==> src/rtl/pc_sequencer.sv <==
`default_nettype none
// ============================================================================
// Module      : pc_sequencer
// Description : Owns the architectural fetch PC and picks the next fetch
//               address for the IF stage: sequential, branch, jump,
//               jump-register, ERET or interrupt entry. Holds the PC on
//               hazard stalls and marks the wrong-path fetch after an
//               ERET / exception redirect as a bubble (FLUSH cycle).
// Optional    : PC_ALIGN_CHECK_EN - misaligned redirect targets raise an
//               address-error exception and add the oAdEL output.
// Ports       : clk, reset        - clock, synchronous active-high reset
//               iStall            - hold PC and state
//               iNPC_sel          - 0 SEQ,1 BRANCH,2 JUMP,3 JUMPREG,4 ERET
//               iBranchTarget/iJumpTarget/iJrTarget/iEPC - redirect targets
//               iIntReq           - interrupt request (level or pulse)
//               iInDelaySlot      - D-stage instruction is a delay slot
//               oPC               - fetch address to IM
//               oValid / oFlush   - fetch valid / kill IF/ID this cycle
//               oExcTake,oEPC,oBD - exception accept pulse and CP0 data
//               oSelErr           - illegal iNPC_sel pulse
// Revision    : 1.0 - initial release
// ============================================================================
module pc_sequencer #(
  parameter logic [31:0] RESET_PC   = 32'h0000_3000,
  parameter logic [31:0] EXC_VECTOR = 32'h0000_4180
) (
  input  logic        clk,
  input  logic        reset,
  input  logic        iStall,
  input  logic [2:0]  iNPC_sel,
  input  logic [31:0] iBranchTarget,
  input  logic [31:0] iJumpTarget,
  input  logic [31:0] iJrTarget,
  input  logic [31:0] iEPC,
  input  logic        iIntReq,
  input  logic        iInDelaySlot,
  output logic [31:0] oPC,
  output logic        oValid,
  output logic        oFlush,
  output logic        oExcTake,
  output logic [31:0] oEPC,
  output logic        oBD,
  output logic        oSelErr
`ifdef PC_ALIGN_CHECK_EN
  ,
  output logic        oAdEL
`endif
);

  localparam logic [2:0] SEL_SEQ     = 3'd0;
  localparam logic [2:0] SEL_BRANCH  = 3'd1;
  localparam logic [2:0] SEL_JUMP    = 3'd2;
  localparam logic [2:0] SEL_JUMPREG = 3'd3;
  localparam logic [2:0] SEL_ERET    = 3'd4;

  typedef enum logic [1:0] {
    ST_RUN   = 2'd0,
    ST_STALL = 2'd1,
    ST_FLUSH = 2'd2
  } state_t;

  state_t      state_q, state_d;
  logic [31:0] pc_q, pc_d;
  logic [31:0] epc_q, epc_d;
  logic        bd_q, bd_d;
  logic        exc_take_q, exc_take_d;
  logic        sel_err_q, sel_err_d;
  logic        int_pend_q, int_pend_d;
`ifdef PC_ALIGN_CHECK_EN
  logic        adel_q, adel_d;
`endif

  logic        int_accept;
  logic        redirect;
  logic        is_eret;
  logic [31:0] target;
  logic [31:0] seq_pc;

  // A pending interrupt is never taken in the FLUSH cycle so that the
  // victim PC reported to CP0 always belongs to a real instruction.
  assign int_accept = (iIntReq | int_pend_q) & ~iStall & (state_q != ST_FLUSH);
  assign seq_pc     = pc_q + 32'd4;

  always_comb begin
    state_d    = state_q;
    pc_d       = pc_q;
    epc_d      = epc_q;
    bd_d       = bd_q;
    exc_take_d = 1'b0;
    sel_err_d  = 1'b0;
    int_pend_d = int_pend_q | iIntReq;
    redirect   = 1'b0;
    is_eret    = 1'b0;
    target     = 32'd0;
`ifdef PC_ALIGN_CHECK_EN
    adel_d     = 1'b0;
`endif

    if (int_accept) begin
      pc_d       = EXC_VECTOR;
      // D-stage PC is oPC-4; a delay-slot victim restarts at its branch.
      epc_d      = iInDelaySlot ? (pc_q - 32'd8) : (pc_q - 32'd4);
      bd_d       = iInDelaySlot;
      exc_take_d = 1'b1;
      int_pend_d = 1'b0;
      state_d    = ST_FLUSH;
    end else if (state_q == ST_FLUSH) begin
      // The D stage holds the killed instruction, so its select is
      // meaningless; fetch simply continues and stalls are ignored.
      pc_d    = seq_pc;
      state_d = ST_RUN;
    end else if (iStall) begin
      state_d = ST_STALL;
    end else begin
      state_d = ST_RUN;
      case (iNPC_sel)
        SEL_SEQ:     pc_d = seq_pc;
        SEL_BRANCH:  begin redirect = 1'b1; target = iBranchTarget; end
        SEL_JUMP:    begin redirect = 1'b1; target = iJumpTarget;   end
        SEL_JUMPREG: begin redirect = 1'b1; target = iJrTarget;     end
        SEL_ERET:    begin redirect = 1'b1; target = iEPC; is_eret = 1'b1; end
        default: begin
          pc_d      = seq_pc;
          sel_err_d = 1'b1;
        end
      endcase

      if (redirect) begin
`ifdef PC_ALIGN_CHECK_EN
        if (target[1:0] != 2'b00) begin
          pc_d       = EXC_VECTOR;
          epc_d      = target;
          bd_d       = 1'b0;
          exc_take_d = 1'b1;
          adel_d     = 1'b1;
          state_d    = ST_FLUSH;
        end else begin
          pc_d = target;
          if (is_eret) state_d = ST_FLUSH;
        end
`else
        pc_d = target;
        // Branch/jump delay slots stay valid; only ERET discards its
        // already-fetched successor.
        if (is_eret) state_d = ST_FLUSH;
`endif
      end
    end
  end

  always_ff @(posedge clk) begin
    if (reset) begin
      state_q    <= ST_RUN;
      pc_q       <= RESET_PC;
      epc_q      <= 32'd0;
      bd_q       <= 1'b0;
      exc_take_q <= 1'b0;
      sel_err_q  <= 1'b0;
      int_pend_q <= 1'b0;
`ifdef PC_ALIGN_CHECK_EN
      adel_q     <= 1'b0;
`endif
    end else begin
      state_q    <= state_d;
      pc_q       <= pc_d;
      epc_q      <= epc_d;
      bd_q       <= bd_d;
      exc_take_q <= exc_take_d;
      sel_err_q  <= sel_err_d;
      int_pend_q <= int_pend_d;
`ifdef PC_ALIGN_CHECK_EN
      adel_q     <= adel_d;
`endif
    end
  end

  assign oPC      = pc_q;
  assign oValid   = (state_q != ST_FLUSH);
  assign oFlush   = (state_q == ST_FLUSH);
  assign oExcTake = exc_take_q;
  assign oEPC     = epc_q;
  assign oBD      = bd_q;
  assign oSelErr  = sel_err_q;
`ifdef PC_ALIGN_CHECK_EN
  assign oAdEL    = adel_q;
`endif

endmodule
`default_nettype wire

==> config.mk <==
export PLATFORM = sky130hd
export DESIGN_NAME = pc_sequencer
export DESIGN_NICKNAME = d
export VERILOG_FILES = /design/src/rtl/pc_sequencer.sv
export SDC_FILE = /design/constraint.sdc
export NUM_CORES = 1
export LEC_CHECK = 0
export BUFFER_PORTS_ARGS = -buffer_cell sky130_fd_sc_hd__buf_2
export CAP_MARGIN = 10
export CELL_PAD_IN_SITES_DETAIL_PLACEMENT = 1
export CELL_PAD_IN_SITES_GLOBAL_PLACEMENT = 1
export CORE_UTILIZATION = 37
export CTS_BUF_LIST = sky130_fd_sc_hd__clkbuf_4 sky130_fd_sc_hd__clkbuf_8
export DETAILED_ROUTE_END_ITERATION = 10
export GPL_ROUTABILITY_DRIVEN = 0
export PLACE_DENSITY_LB_ADDON = 0.12
export SYNTH_ARGS = -nofsm -noshare
export SYNTH_HDL_FRONTEND = slang
export SYNTH_SLANG_ARGS = --single-unit
export TNS_END_PERCENT = 5
==> constraint.sdc <==
create_clock -name clk -period 3.95 [get_ports clk]
set_input_delay 1.185 -clock clk [delete_from_list [all_inputs] [get_ports clk]]
set_output_delay 1.185 -clock clk [all_outputs]
set_load 0.005 [all_outputs]
# After elaboration in Yosys (flattened, before gate mapping)
# Index checks and enable logic that the tools add are counted.
[word_totals]
register_bits = 70
in_bits = 136
out_inout_bits = 69
wordCells = 56
[op_classes]
n_addsub = 3
eq_ne = 10
muxes = 22
bitwise_logic = 4
n_reduce_logical = 8
[op_table]
columns = ["cell", "count"]
rows = [
  ["$mux W32", 5],
  ["$pmux W32 S4", 1],
  ["$add A32 B3 Y32 const B", 1],
  ["$sub A32 B3 Y32 const B", 1],
  ["$sub A32 B4 Y32 const B", 1],
  ["$mux W15", 1],
  ["$mux W1", 10],
  ["$mux W2", 5],
  ["$reduce_or A4 Y1", 2],
  ["$eq A3 B2 Y1 const B", 2],
  ["$ne A3 B1 Y1 const B", 2],
  ["$reduce_or A5 Y1", 1],
  ["$ne A4 B1 Y1 const B", 1],
  ["$reduce_and A2 Y1", 2],
  ["$eq A3 B1 Y1 const B", 1],
  ["$eq A3 B3 Y1 const B", 1],
  ["$logic_not A3 Y1", 1],
  ["$reduce_or A3 Y1", 1],
  ["$and A1 B1 Y1", 2],
  ["$eq A2 B2 Y1 const B", 1],
  ["$ne A2 B1 Y1 const B", 1],
  ["$ne A2 B2 Y1 const B", 1],
  ["$reduce_or A2 Y1", 1],
  ["$not A1 Y1", 1],
  ["$or A1 B1 Y1", 1],
]

# Longest topological paths before layout
# Gate-level depths: netlist of the first run.
[depth]
depth_word = 10
mapped_depth = 8
ltp_nobuf = 7

# Worst setup path before layout of the first run
# OpenSTA, ideal clock, no wires.
[synth_timing]
path_type = "input -> register"
start = "in iNPC_sel[1]"
end = "reg pc_q[16], in the netlist oPC[16]"
setup_ns = 0.074
arrival_time_ns = 2.739
required_ns = 3.876
setup_slack_ns = 1.137
path_stages = 7
path_buffers = 2
cell_sequence = "clkbuf_1 nor3_1 or3_1 clkbuf_1 nand2_1 or4_1 a31oi_1"
[synth_between]
elab_chain_len = 9
word_cells_on_any_way = 15
cone_classes = "eq/ne (5); mux (8); reduce/logical (2)"
[synth_lines]
columns = ["element", "line", "rtl"]
rows = [
  ["start, declared", "30", "input logic [2:0] iNPC_sel,"],
  ["$eq A3 B3 Y1 (tied with other cells)", "116", "case (iNPC_sel)"],
  ["$reduce_or A4 Y1 (no source line)", "n/a", ""],
  ["$mux W1", "116", ""],
  ["$mux W1", "112", "end else if (iStall) begin"],
  ["$mux W1", "107", "end else if (state_q == ST_FLUSH) begin"],
  ["$mux W1", "99", "if (int_accept) begin"],
  ["$mux W32", "128", "if (redirect) begin"],
  ["$mux W32", "112", ""],
  ["$mux W32", "107", ""],
  ["end signal, assigned", "165", "pc_q <= pc_d;"],
  ["end, declared", "63", "logic [31:0] pc_q, pc_d;"],
]
# Parallel ways exist; a longest one is shown, timed or not. The select of a mux whose other input is x is not followed.
# A chain may end at the register's enable or synchronous reset.

# Worst setup path in the final report of the first run
[layout_timing]
start = "in iNPC_sel[0]"
end = "reg pc_q[22], in the netlist oPC[22]"
# The elaborated chain is that of the path after synthesis.

==> impl_metrics.env, run 1 <==
export IMPL_io_buffer_count=204
export IMPL_synth_distinct_cells=53
export IMPL_io_pins=205
export IMPL_min_to="oEPC[23]"
export IMPL_design_area_sq_um=6000
export IMPL_min_path_type="reg -> reg"
export IMPL_grt_pass1_vias=5592
export IMPL_min_period_ns=2.89
export IMPL_tns_ns=0
export IMPL_power_mw=1.87
export IMPL_endpoint_kind="flop"
export IMPL_slew_violations=0
export IMPL_drive_gt1_frac=0.314
export IMPL_critPathLaunchType="primary input"
export IMPL_numCtsBuffers=9
export IMPL_dr_pass1_iters=6
export IMPL_required_ns=4.23
export IMPL_rows=40
export IMPL_clockPowerShare=0.293
export IMPL_cts_tree="yes"
export IMPL_area_growth_pct=26.6
export IMPL_r2r_start="state_q[0]"
export IMPL_reg2regPathDepth=7
export IMPL_hold_viol_final=0
export IMPL_synth_edf_count=0
export IMPL_worst_r2r_setup_slack_ns=1.35
export IMPL_core_sq_um=12300
export IMPL_yosysWarnings=0
export IMPL_tightest_slew_ns=0.901
export IMPL_sw_frac_of_total=0.332
export IMPL_ir_drop_v=0.000145
export IMPL_dieArea_sq_um=13300
export IMPL_seqPwrFrac=0.434
export IMPL_status="complete, no violations"
export IMPL_synth_cells=630
export IMPL_setup_violations=0
export IMPL_synth_ff_type="dfxtp_1"
export IMPL_clock_root_buffer="clkbuf_8"
export IMPL_whs_path_depth=2
export IMPL_max_freq_ghz=0.346
export IMPL_clk_pin_slew_ns=0.07
export IMPL_power_leakage_nw=2.47
export IMPL_vias_per_cell=5.80
export IMPL_syn_area_sq_um=4740
export IMPL_intPower_mw=1.25
export IMPL_crit_fanout=13
export IMPL_yosys_area_top_type="dfxtp_1"
export IMPL_min_from="oEPC[23]"
export IMPL_syn_area_per_cell_sq_um=7.52
export IMPL_layout_nets=934
export IMPL_dieWidth_um=115
export IMPL_power_density_nw_per_um2=312
export IMPL_critPathKind="in -> reg"
export IMPL_grtUsageMet2=0.478
export IMPL_detail_route_antenna_nets=0
export IMPL_multi_input_area_sq_um=3040
export IMPL_wirelength_um=18800
export IMPL_clkLatencyLatePin_ns=0.37
export IMPL_async_reset_ff_frac=0
export IMPL_rsz0062_at_grt="false"
export IMPL_vias=5593
export IMPL_start_util=0.386
export IMPL_dpl_hpwl_um=14600
export IMPL_overflow=0
export IMPL_fillers=1608
export IMPL_synth_nets=771
export IMPL_synth_top_area_frac=0.296
export IMPL_busiest_layer="met2"
export IMPL_synth_area_top_cells="dfxtp_1 30%, mux2i_1 5.5%, xnor2_1 5.4%"
export IMPL_worstPathArrival_ns=3.17
export IMPL_ys_ff_latch=70
export IMPL_cap_violations=0
export IMPL_skew_ns=0.00725
export IMPL_dpl_cell_area_sq_um=5820
export IMPL_met1_usage=0.368
export IMPL_clock_sinks=70
export IMPL_die_height_um=115
export IMPL_power_switching_mw=0.620
export IMPL_post_cts_buffers=0
export IMPL_crit_start="iNPC_sel[0]"
export IMPL_grt_usage=0.287
export IMPL_wl_per_cell_um=19.4
export IMPL_reg2reg_to="oPC[22]"
export IMPL_cts_buffer_depth=2
export IMPL_use_met3=0.0364
export IMPL_num_antenna_cells=0
export IMPL_cts_hold_buf=0
export IMPL_slew_headroom=0.394
export IMPL_dr_first_iter_drc_count=470
export IMPL_ys_seq_area_frac=0.296
export IMPL_power_share_combinational=0.273
export IMPL_cts_resized=0
export IMPL_fin_crit_sh=0.732
export IMPL_antenna_found_initial=0
export IMPL_cts_max_level=3
export IMPL_grt_pass1_wl_um=29200
export IMPL_seq_area_sq_um=1400
export IMPL_remaining_drc_errors=0
export IMPL_grt_max_degree=33
[worst max path at each step]
| stage | to | slack, ns | cells after the start |
|---|---|---|---|
| final | oPC[22] | 1.06 | 7 |
| after global routing | oPC[22] | 0.98 | 7 |
| after CTS | oPC[22] | 1.12 | 7 |
| after detailed placement | oPC[22] | 0.79 | 7 |
| after global placement | oPC[22] | 0.94 | 7 |
| after floorplan | oPC[16] | 1.14 | 7 |
[cells in the mapped netlist, types with 6 or more instances]
master	number
dfxtp_1	70
nand2_1	61
clkbuf_1	54
o21ai_0	49
nor2_1	40
xnor2_1	29
a22oi_1	28
mux2i_1	26
nor3_1	23
nor4_1	22
o22ai_1	20
a21oi_1	19
nand3_1	19
nand4_1	13
or3_1	13
a31oi_1	12
o211ai_1	10
a222oi_1	8
inv_1	8
nor2b_1	8
nand3b_1	7
or2_2	7
buf_1	6
[stage by stage]
stage	util	std cells	worst slack (ns)	hold slack [ns]
2_1_floorplan	-	630	1.14	0.435
3_3_place_gp	0.474	950	0.936	0.423
3_5_place_dp	0.474	950	0.789	0.439
4_1_cts	0.489	965	1.12	0.455
5_1_grt	0.489	965	0.976	0.474
6_report	0.489	965	1.06	0.447
[layer usage]
metal | part of all wire | vias to the layer above | wire length, um
met3 | 0.056 | 41 | 1060
met1 | 0.44 | 2660 | 8170
li1 | - | 2662 | -
met5 | 0 | - | 0
met2 | 0.48 | 230 | 8990
met4 | 0.028 | 0 | 529
[power groups by stage]
stage / Combinational [mW] / Sequential (mW) / Clock [mW]
global placement: 0.491 / 0.824 / 0
floorplan: 0.327 / 0.790 / 0
CTS: 0.508 / 0.811 / 0.555
global route: 0.559 / 0.818 / 0.581
detailed placement: 0.504 / 0.827 / 0
finish: 0.510 / 0.812 / 0.547
[cells by family after synthesis]
kind of cell    share of synthesized area
compound gates                      0.247
xor+xnor                           0.0610
fa+ha+maj                          0.0132
buf+inv                            0.0647
flops                               0.296
mux                                0.0597
simple gates                        0.258
[registers in the layout, indices dropped and copies added, names as in the netlist, named ones only]
register    flops
oPC            30
oExcTake        1
oBD             1
oEPC           32
state_q         2
int_pend_q      1
oSelErr         1
[layout make-up]
type / instances / area share
multi-input cells: 484 / 0.507
flip-flops and latches: 70 / 0.234
repair buffers: 219 / 0.189
well taps: 168 / 0.0351
clock buffers: 14 / 0.0290
inverters: 9 / 0.00563
clock inverters: 1 / 0.000835
[critical path: stages]
cell	delay [ns]
buf_2	0.17
o21a_1	0.26
nor4_2	0.76
buf_4	0.34
or2_2	0.15
a31oi_1	0.06
a211oi_1	0.23
[layout by cell type, fill, tap and decap left out, types with 10 or more instances in the layout]
cell type and instances:
nand4_1 13, o211ai_1 10, buf_2 204, or3_1 13
buf_4 15, nand2_1 61, nand3_1 19, xnor2_1 29
nor4_1 21, dfxtp_1 70, a21oi_1 19, o21ai_0 49
clkbuf_8 11, nor2_1 39, nor3_1 23, o22ai_1 20
mux2i_1 26, a31oi_1 12, a22oi_1 28
Power figures use the tool's default switching activity.
==> inputs of run 2 (changes only) <==
--- a/config.mk
+++ b/config.mk
@@ -9,7 +9,7 @@
 export CAP_MARGIN = 10
 export CELL_PAD_IN_SITES_DETAIL_PLACEMENT = 1
 export CELL_PAD_IN_SITES_GLOBAL_PLACEMENT = 1
-export CORE_UTILIZATION = 37
+export CORE_UTILIZATION = 31
 export CTS_BUF_LIST = sky130_fd_sc_hd__clkbuf_4 sky130_fd_sc_hd__clkbuf_8
 export DETAILED_ROUTE_END_ITERATION = 10
 export GPL_ROUTABILITY_DRIVEN = 0
==> constraint.sdc (replaced) <==
create_clock -name clk -period 2.4 [get_ports clk]
set_input_delay 0.72 -clock clk [delete_from_list [all_inputs] [get_ports clk]]
set_output_delay 0.72 -clock clk [all_outputs]
set_load 0.005 [all_outputs]
==> run 2 against run 1 <==
The run now ends with design-rule violations left; worst hold slack got worse by 0.0097 ns; power grew 75%; clock skew rose by 0.0059 ns; register-to-register slack lost 1.3 ns; wire length up 4.1%; worst setup slack lost 1.0 ns; non-clock buffer count is 41 higher; via count increased by 1.3%; clock power increased by 88%; design area is 6.4% higher; sequential power up 61%; largest power group unchanged.
==> impl_metrics.env, run 2 (synthesis gave the netlist of run 1 again) <==
export IMPL_ir_drop_v=0.000209
export IMPL_mostFrequentLayoutCell="buf_2"
export IMPL_critPathLaunchType="flop"
export IMPL_required_ns=2.69
export IMPL_io_pins=205
export IMPL_r2r_start="oPC[3]"
export IMPL_dpl_cell_area_sq_um=6170
export IMPL_violations="design-rule violations"
export IMPL_cpMaxStageDelayCell="dfxtp_1"
export IMPL_area_growth_pct=34.7
export IMPL_clock_root_buffer="clkbuf_8"
export IMPL_dr_pass1_iters=8
export IMPL_skew_ns=0.0131
export IMPL_layout_nets=975
export IMPL_most_common_layout_cells="204 x buf_2, 70 x dfxtp_1, 61 x nand2_1"
export IMPL_slew_headroom=0.524
export IMPL_cts_resized=0
export IMPL_die_height_um=126
export IMPL_largest_reg_flops=32
export IMPL_power_leakage_nw=2.69
export IMPL_status="complete, but fails checks"
export IMPL_clk_pin_slew_ns=0.08
export IMPL_endpoint_kind="flop"
export IMPL_cts_max_level=3
export IMPL_worstPathArrival_ns=2.65
export IMPL_cts_tree="yes"
export IMPL_grt_usage=0.251
export IMPL_crit_fanout=6
export IMPL_slew_violations=0
export IMPL_num_antenna_cells=0
export IMPL_core_sq_um=14700
export IMPL_wl_per_cell_um=19.1
export IMPL_min_from="oEPC[3]"
export IMPL_fin_crit_sh=0.984
export IMPL_clkLatencyLatePin_ns=0.36
export IMPL_numCtsBuffers=9
export IMPL_tightest_slew_ns=0.707
export IMPL_vias_per_cell=5.54
export IMPL_start_util=0.322
export IMPL_vias=5666
export IMPL_crit_chain="ha_1 -> nand3_1 -> buf_4 -> nor4_1 -> buf_4 -> nand3b_1 -> mux2_2 -> a21oi_1"
export IMPL_overflow=0
export IMPL_rsz0062_at_grt="true"
export IMPL_path_common_cell="buf_4"
export IMPL_max_freq_ghz=0.423
export IMPL_power_density_nw_per_um2=513
export IMPL_instances_no_fill=1023
export IMPL_min_period_ns=2.36
export IMPL_utilization=0.434
export IMPL_critPathKind="reg -> reg"
export IMPL_setup_violations=0
export IMPL_dieWidth_um=126
export IMPL_dr_first_iter_drc_count=351
export IMPL_cts_buffer_depth=2
export IMPL_dpl_hpwl_um=15800
export IMPL_grt_pass1_vias=5878
export IMPL_hold_viol_final=0
export IMPL_dp_cells=1007
export IMPL_grt_pass1_wl_um=31100
export IMPL_cap_violations=0
export IMPL_antenna_found_initial=0
export IMPL_io_buffer_count=204
export IMPL_wirelength_um=19500
export IMPL_min_path_type="reg -> reg"
export IMPL_crit_start="oPC[3]"
export IMPL_remaining_drc_errors=6
export IMPL_dieArea_sq_um=15800
export IMPL_drive_gt1_frac=0.348
export IMPL_design_area_sq_um=6380
export IMPL_critPathMaxStageDelay_ns=0.48
export IMPL_post_cts_buffers=0
export IMPL_rows=44
export IMPL_detail_route_antenna_nets=0
export IMPL_grt_max_degree=29
export IMPL_clock_sinks=70
export IMPL_cts_hold_buf=0
[run 2: cell types whose count changed in the layout (fill, tap and decap cells not counted), sizes merged]
cell / before / now
buf: 219 / 260
bufinv: 0 / 1
clkinvlp: 0 / 1
clkbuf: 14 / 13
[run 2: area by class of cell]
type,instances,area (sq um)
Inverter,9,33.8
Sequential cell,70,1400
Clock buffer,13,166
Clock inverter,3,42.5
Fill cell,1850,8320
Timing Repair Buffer,260,1470
Tap cell,184,230
Multi-Input combinational cell,484,3040
[run 2: where the power goes]
group | total, mW | internal, mW | switching [mW]
Clock | 1.03 | 0.559 | 0.475
Sequential | 1.31 | 1.23 | 0.0797
Combinational | 0.933 | 0.425 | 0.508
Total | 3.27 | 2.21 | 1.06
[run 2: path summary, 6_finish.rpt]
check	end	slack, ns	depth (start not counted)
max	oPC[28]	0.04	8
min reg2reg	oEPC[3]	0.44	2
max reg2reg	oPC[28]	0.04	8
min	oEPC[3]	0.44	2
[run 2: routing by layer]
metal	GRT usage	wire (um)	vias up
li1	-	-	2744
met1	0.322	8680	2657
met2	0.422	9160	230
met3	0.0429	1260	35
met4	0.0947	426	0
met5	0	0	-
[run 2: critical path, delay by kind of cell (launching register included)]
family	cells	cell delay [ns]
fa+ha+maj	1	0.26
compound gates	1	0.14
simple gates	3	0.67
flops	1	0.48
buf+inv	2	0.43
mux	1	0.29
[run 2: through the flow]
| stage | TNS, ns | power (mW) | hold slack [ns] | setup WS, ns |
|---|---|---|---|---|
| final | 0 | 3.27 | 0.437 | 0.0381 |
| after global routing | -0.169 | 3.44 | 0.452 | -0.0728 |
| after CTS | 0 | 3.29 | 0.439 | 0.0476 |
| after detailed placement | 0 | 2.27 | 0.430 | 0.0649 |
| after global placement | 0 | 2.25 | 0.422 | 0.106 |
| after floorplan | 0 | 1.84 | 0.435 | 0.0518 |
==> inputs of run 3 (changes only) <==
--- a/config.mk
+++ b/config.mk
@@ -13,6 +13,7 @@
 export CTS_BUF_LIST = sky130_fd_sc_hd__clkbuf_4 sky130_fd_sc_hd__clkbuf_8
 export DETAILED_ROUTE_END_ITERATION = 10
 export GPL_ROUTABILITY_DRIVEN = 0
+export MAX_ROUTING_LAYER = met4
 export PLACE_DENSITY_LB_ADDON = 0.12
 export SYNTH_ARGS = -nofsm -noshare
 export SYNTH_HDL_FRONTEND = slang
==> run 3 against run 2 <==
The run still ends with design-rule violations left; critical path depth unchanged; sequential share of layout area unchanged; via count down 0.55%; maximum frequency down 0.56%; register-to-register slack about the same; power about the same; largest cell class unchanged.
==> impl_metrics.env, run 3 (synthesis gave the netlist of run 1 again) <==
export IMPL_dr_pass1_iters=8
export IMPL_grt_pass1_wl_um=31100
export IMPL_met2WireLength_um=9140
export IMPL_setup_ws_ns=0.0247
export IMPL_max_freq_ghz=0.421
export IMPL_crit_end="oPC[28]"
export IMPL_crit_fanout=6
export IMPL_cts_max_level=3
export IMPL_core_sq_um=14700
export IMPL_min_period_ns=2.38
export IMPL_cts_hold_buf=0
export IMPL_cap_violations=0
export IMPL_post_cts_buffers=0
export IMPL_most_common_layout_cells="204 x buf_2, 70 x dfxtp_1, 61 x nand2_1"
export IMPL_reg2regPathDepth=8
export IMPL_io_buffer_count=204
export IMPL_pre_cts_ws_ns=0.0649
export IMPL_worstPathArrival_ns=2.66
export IMPL_clkLatencyLatePin_ns=0.36
export IMPL_dr_first_iter_drc_count=372
export IMPL_clock_sinks=70
export IMPL_status="complete, but fails checks"
export IMPL_clock_root_buffer="clkbuf_8"
export IMPL_tns_ns=0
export IMPL_mostFrequentLayoutCell="buf_2"
export IMPL_drive_gt1_frac=0.348
export IMPL_detail_route_antenna_nets=0
export IMPL_r2r_start="oPC[3]"
export IMPL_critPathKind="reg -> reg"
export IMPL_min_path_type="reg -> reg"
export IMPL_overflow=0
export IMPL_grt_pass1_vias=5886
export IMPL_layout_nets=975
export IMPL_ir_drop_v=0.000208
export IMPL_setup_violations=0
export IMPL_worst_r2r_setup_slack_ns=0.02
export IMPL_violations="design-rule violations"
export IMPL_hold_viol_final=0
export IMPL_slew_headroom=0.526
export IMPL_required_ns=2.68
export IMPL_critPathLaunchType="flop"
export IMPL_remaining_drc_errors=6
export IMPL_top_layer="met4"
export IMPL_largest_reg_flops=32
export IMPL_slew_violations=0
export IMPL_dpl_hpwl_um=15800
export IMPL_tightest_slew_ns=0.705
export IMPL_io_pins=205
export IMPL_start_util=0.322
export IMPL_rows=44
export IMPL_antenna_found_initial=0
export IMPL_area_growth_pct=34.7
export IMPL_power_leakage_nw=2.69
export IMPL_numCtsBuffers=9
export IMPL_cts_resized=0
export IMPL_cts_buffer_depth=2
export IMPL_endpoint_kind="flop"
export IMPL_grt_usage=0.259
export IMPL_skew_ns=0.0133
export IMPL_utilization=0.434
export IMPL_dieWidth_um=126
export IMPL_rsz0062_at_grt="true"
export IMPL_met1_length_um=8900
export IMPL_fin_crit_sh=0.990
export IMPL_power_density_nw_per_um2=513
export IMPL_num_antenna_cells=0
export IMPL_vias=5635
export IMPL_wirelength_um=19500
export IMPL_cts_tree="yes"
export IMPL_crit_start="oPC[3]"
export IMPL_dieArea_sq_um=15800
export IMPL_grt_max_degree=29
export IMPL_wl_per_cell_um=19.1
export IMPL_wl_met3_um=1070
export IMPL_reg2reg_to="oPC[28]"
export IMPL_clk_pin_slew_ns=0.08
export IMPL_die_height_um=126
export IMPL_vias_per_cell=5.51
-- run 3: cell counts in the layout (fill, tap and decap cells not counted) --
No cell type changed its count.
-- run 3: final cells by class --
cell class / count / area, sq um
clock buffer: 13 / 166
inverter: 9 / 33.8
clock inverter: 3 / 42.5
sequential: 70 / 1400
timing repair buffer: 260 / 1470
multi-input combinational: 484 / 3040
tap: 184 / 230
fill: 1850 / 8320
-- run 3: metal layers --
metal / up-vias / GRT usage
met1: 2650 / 0.326
met2: 210 / 0.422
met5: - / -
li1: 2744 / -
met4: 0 / 0.0947
met3: 31 / 0.0374
-- run 3: worst min-delay path by stage --
stage                  from  endpoint  slack (ns)  depth (start not counted)
CTS                 oEPC[3]   oEPC[3]        0.44                          2
global placement    oEPC[3]   oEPC[3]        0.42                          2
floorplan           oEPC[3]   oEPC[3]        0.43                          2
detailed placement  oEPC[3]   oEPC[3]        0.43                          2
finish              oEPC[3]   oEPC[3]        0.44                          2
global route        oEPC[3]   oEPC[3]        0.45                          2
-- run 3: worst max-delay path: stages (launching register included) --
cell      delay (ns)
dfxtp_1         0.48
ha_1            0.27
nand3_1         0.19
buf_4           0.22
nor4_1          0.39
buf_4           0.21
nand3b_1        0.10
mux2_2          0.30
a21oi_1         0.14
-- run 3: power by group --
part	internal (mW)	switching (mW)
clock network	0.559	0.474
registers	1.23	0.0790
logic	0.425	0.509
-- run 3: metrics by stage --
stage | hold WS, ns | power (mW) | area (sq um) | std cells
floorplan | 0.435 | 1.84 | 4740 | 630
global placement | 0.422 | 2.25 | 6170 | 1007
detailed placement | 0.430 | 2.27 | 6170 | 1007
CTS | 0.439 | 3.29 | 6380 | 1023
global route | 0.452 | 3.44 | 6380 | 1023
finish | 0.437 | 3.27 | 6380 | 1023
